===== src/rtl/id_ex_pipe_reg.sv =====
// Decode-to-execute pipeline register: valid/ready handshake with a two-slot
// (MAIN + SKID) buffer, synchronous flush and side-effect gating on invalid.
//
// state   | meaning
// EMPTY   | no entry held, in_ready=1
// FULL    | MAIN holds the head entry, in_ready=1
// SKID    | MAIN and SKID both hold entries, in_ready=0
module id_ex_pipe_reg #(
  parameter int XLEN = 32
) (
  input  logic            clk,
  input  logic            rst_n,
  input  logic            flush,
  input  logic            in_valid,
  output logic            in_ready,
  input  logic [XLEN-1:0] in_pc,
  input  logic [XLEN-1:0] in_rs1_data,
  input  logic [XLEN-1:0] in_rs2_data,
  input  logic [XLEN-1:0] in_imm,
  input  logic [4:0]      in_rs1_addr,
  input  logic [4:0]      in_rs2_addr,
  input  logic [4:0]      in_rd_addr,
  input  logic [3:0]      in_alu_op,
  input  logic            in_alu_src,
  input  logic [4:0]      in_ctrl,
  input  logic            in_reg_write,
  output logic            out_valid,
  input  logic            out_ready,
  output logic [XLEN-1:0] out_pc,
  output logic [XLEN-1:0] out_rs1_data,
  output logic [XLEN-1:0] out_rs2_data,
  output logic [XLEN-1:0] out_imm,
  output logic [4:0]      out_rs1_addr,
  output logic [4:0]      out_rs2_addr,
  output logic [4:0]      out_rd_addr,
  output logic [3:0]      out_alu_op,
  output logic            out_alu_src,
  output logic [4:0]      out_ctrl,
  output logic            out_reg_write,
  output logic [1:0]      occupancy
);

  typedef enum logic [1:0] {
    S_EMPTY = 2'd0,
    S_FULL  = 2'd1,
    S_SKID  = 2'd2
  } state_t;

  localparam int PW = 4*XLEN + 26;

  state_t          state;
  state_t          state_nx;
  logic [PW-1:0]   in_pl;
  logic [PW-1:0]   main_q;
  logic [PW-1:0]   skid_q;
  logic [4:0]      main_ctrl;
  logic            main_reg_write;
  logic            accept;
  logic            consume;

  assign in_pl = {in_pc, in_rs1_data, in_rs2_data, in_imm,
                  in_rs1_addr, in_rs2_addr, in_rd_addr,
                  in_alu_op, in_alu_src, in_ctrl, in_reg_write};

  assign accept  = in_valid & in_ready;
  assign consume = out_valid & out_ready;

  always_comb begin
    state_nx = state;
    if (flush) begin
      state_nx = S_EMPTY;
    end else begin
      case (state)
        S_EMPTY: if (accept) state_nx = S_FULL;
        S_FULL: begin
          if (accept && !consume)      state_nx = S_SKID;
          else if (!accept && consume) state_nx = S_EMPTY;
        end
        S_SKID:  if (consume) state_nx = S_FULL;
        default: state_nx = S_EMPTY;
      endcase
    end
  end

  // Handshake outputs are registered from the next state so in_ready never
  // depends combinationally on out_ready.
  always_ff @(posedge clk or negedge rst_n) begin
    if (!rst_n) begin
      state     <= S_EMPTY;
      in_ready  <= 1'b1;
      out_valid <= 1'b0;
      occupancy <= 2'd0;
      main_q    <= '0;
      skid_q    <= '0;
    end else begin
      state     <= state_nx;
      in_ready  <= (state_nx != S_SKID);
      out_valid <= (state_nx != S_EMPTY);
      occupancy <= (state_nx == S_SKID) ? 2'd2 :
                   (state_nx == S_FULL) ? 2'd1 : 2'd0;
      if (!flush) begin
        case (state)
          S_EMPTY: if (accept) main_q <= in_pl;
          S_FULL: begin
            if (accept && consume) main_q <= in_pl;
            else if (accept)       skid_q <= in_pl;
          end
          S_SKID:  if (consume) main_q <= skid_q;
          default: ;
        endcase
      end
    end
  end

  assign {out_pc, out_rs1_data, out_rs2_data, out_imm,
          out_rs1_addr, out_rs2_addr, out_rd_addr,
          out_alu_op, out_alu_src, main_ctrl, main_reg_write} = main_q;

  // Stale entries must never trigger memory, branch or writeback side effects.
  assign out_ctrl      = main_ctrl & {5{out_valid}};
  assign out_reg_write = main_reg_write & out_valid;

endmodule


===== config.mk =====
export PLATFORM = sky130hd
export DESIGN_NAME = id_ex_pipe_reg
export DESIGN_NICKNAME = d
export VERILOG_FILES = /design/src/rtl/id_ex_pipe_reg.sv
export SDC_FILE = /design/constraint.sdc
export NUM_CORES = 1
export LEC_CHECK = 0
export BUFFER_PORTS_ARGS = -buffer_cell sky130_fd_sc_hd__buf_2
export CORE_MARGIN = 10
export CORE_UTILIZATION = 59
export CTS_CLUSTER_SIZE = 40
export DETAILED_ROUTE_END_ITERATION = 8
export PLACE_DENSITY_LB_ADDON = 0.12
export REMOVE_ABC_BUFFERS = 1
export SYNTH_ARGS = -nofsm -noshare
export SYNTH_HDL_FRONTEND = slang
export SYNTH_SLANG_ARGS = --single-unit

===== constraint.sdc =====
create_clock -name clk -period 4.6 [get_ports clk]
set_clock_uncertainty 0.15 [all_clocks]
set_input_delay 0 -clock clk [delete_from_list [all_inputs] [get_ports clk]]
set_output_delay 0 -clock clk [all_outputs]
set_load 0.05 [all_outputs]

==> results.toml <==
[final_layout]
final_cell_area_um2 = 18500
final_cell_mix = "mux2_2, buf_2, dfrtp_1"
fillCellCount = 1612
syn2layout_area_growth_pct = 23.4
stdcell_count = 1679
final_common_cell = "mux2_2"
nets = 1482
finish.utilization = 0.737
drive_above_1_share = 0.579

[floorplanning]
initial_utilization = 0.597
die_y_um = 179
core_area_um2 = 25100
die_w_um = 179
die_area_um2 = 32200
pin_count = 317
rows = 58

[logic_synthesis]
syn_area_per_cell_um2 = 14.9
yosys.area_share.simple = 0.00626
ys_seq_area_frac = 0.525
synth_cells = 1003
synth_top_area_frac = 0.523
synth_compound_area_frac = 0.00585
synth.distinct_cells = 25
synth_mux_area_frac = 0.362
yosys.area.top_type = "dfrtp_1"
syn_area_um2 = 15000
synth_fa_ha_area_frac = 0
ys_warn_count = 0
ys_seq_elements = 314
synth_xor_area_frac = 0
synth_top_family_by_area = "multiplexers"
synth_area_leaders = "dfrtp_1, mux2_2, buf_4"

[critical_path]
cp-startpoint = "out_valid$_DFF_PN0_"
arrival_ns = 2.90
critical_path_class = "flip-flop to flip-flop"
cp-end-kind = "flip-flop"
reg2reg_slack_ns = 1.92
critical_path_required_ns = 4.82
cp-start-kind = "flip-flop"
path_max_fanout = 89
r2r-start = "out_valid$_DFF_PN0_"

[placement]
place_ws_ns = 1.98
post_dp_cell_area_um2 = 15600
portBuffers = 316
dpl.hpwl_um = 20400
dp_cells = 1456
routabilityCongestion = 0.744

[global_route]
grt_use_total = 0.201
antenna_found_initial = 0
grt_max_degree = 160
grt_overflow = 0
grt_pass1_wl_um = 52100
grt_pass1_vias = 9484

[clock_tree]
clk_latency_ns = 0.50
ctsHtreeMaxLevel = 2
cts_buffers = 34
cts.sinks = 314
cts_tree = "yes"
postCtsHoldBufs = 161
clk_pin_slew_ns = 0.06
root_buffer = "clkbuf_16"
cts-resized-gates = 0
postCtsSetupBuffers = 0
clockBufferDepth = 3

[sta]
fmax_mhz = 374
grt_setup_unrepaired = "false"
setup_tns_ns = 0
finalHoldViolations = 0
hold_ws_ns = 0.00122
slew_headroom = 0.388
setup_violations = 0
worst_slack_ns = 1.92
period_needed_ns = 2.68
worstMarginPinSlew_ns = 0.919
finalCritPeriodShare = 0.582
slew_viol_final = 0

[worst_hold_path]
holdCritPathClass = "input port to asynchronous set/reset pin"

[routing]
dr.pass1.iters = 4
drtIter0Drc = 536
antenna_left = 0
avgViaCountPerCell = 5.24
vias = 8800
route.detailed.drc = 0
drt_wl_total_um = 33000
post_drt_wl_per_cell_um = 19.7

[run]
drv_cap = 0

[power_and_ir_drop]
power.density_nw_per_um2 = 600
total_leakage_power_nw = 8.61
ir_drop_uv = 412
power_mw = 11.1

[status]
status = "finished, final reports clean"
metal layers:
layer | GRT usage | vias up | wire length, um
met5 | 0 | - | 0
met4 | 0.0625 | 0 | 647
met3 | 0.0451 | 51 | 2090
met2 | 0.332 | 240 | 16200
met1 | 0.261 | 4492 | 14100
li1 | - | 4017 | -
sequential cells by signal (all words and copies together) (netlist names):
signal	cells
in_ready	1
main_q	154
occupancy	2
out_valid	1
skid_q	154
state	2
cell families after synthesis:
kind of cell | Yosys count
simple gates | 15
flops | 314
compound gates | 12
mux | 462
buf+inv | 200
power breakdown:
group / leakage (nW) / switching, mW / internal [mW]
Clock: 0.613 / 1.07 / 1.94
Sequential: 3.76 / 0.553 / 3.76
Combinational: 4.24 / 2.37 / 1.40
Total: 8.61 / 3.99 / 7.10
synth_stat cells:
library cell / number
a211o_1: 1
a21boi_0: 1
a21oi_1: 5
a221oi_2: 1
a32oi_1: 1
and2_1: 7
and4b_1: 1
buf_12: 7
buf_2: 27
buf_4: 164
clkbuf_2: 1
dfrtp_1: 313
dfstp_2: 1
inv_1: 1
mux2_1: 60
mux2_2: 342
mux2_4: 60
nand2_1: 2
nand2_2: 1
nand2b_1: 1
nand3b_1: 1
nor2b_1: 1
o21a_1: 2
o21bai_1: 1
or2_1: 1
area by class of cell:
cell class / count / area [um2] / area share
timing repair buffer: 483 / 3320 / 0.180
inverter: 1 / 3.75 / 0.000203
sequential: 314 / 7860 / 0.425
clock inverter: 10 / 225 / 0.0122
tap: 330 / 413 / 0.0223
antenna: 1 / 2.50 / 0.000135
multi-input combinational: 489 / 5640 / 0.305
clock buffer: 51 / 1030 / 0.0556
path summary, 6_finish.rpt:
path                                                end  cells after the start
worst min register to register  skid_q[134]$_DFFE_PN0P_                      1
min in group clk                skid_q[145]$_DFFE_PN0P_                      3
worst max register to register   skid_q[98]$_DFFE_PN0P_                      4
worst max-delay path             skid_q[98]$_DFFE_PN0P_                      4
max in group asynchronous        main_q[29]$_DFFE_PN0P_                      3
worst min-delay path            main_q[112]$_DFFE_PN0P_                      3
worst max-delay path, stage by stage, from the launching register on:
cell and delay (ns):
dfrtp_1 0.47, a21oi_1 0.47, nand2_8 0.52, buf_12 0.46, mux2_1 0.37
(Power assumes the default switching activity.)
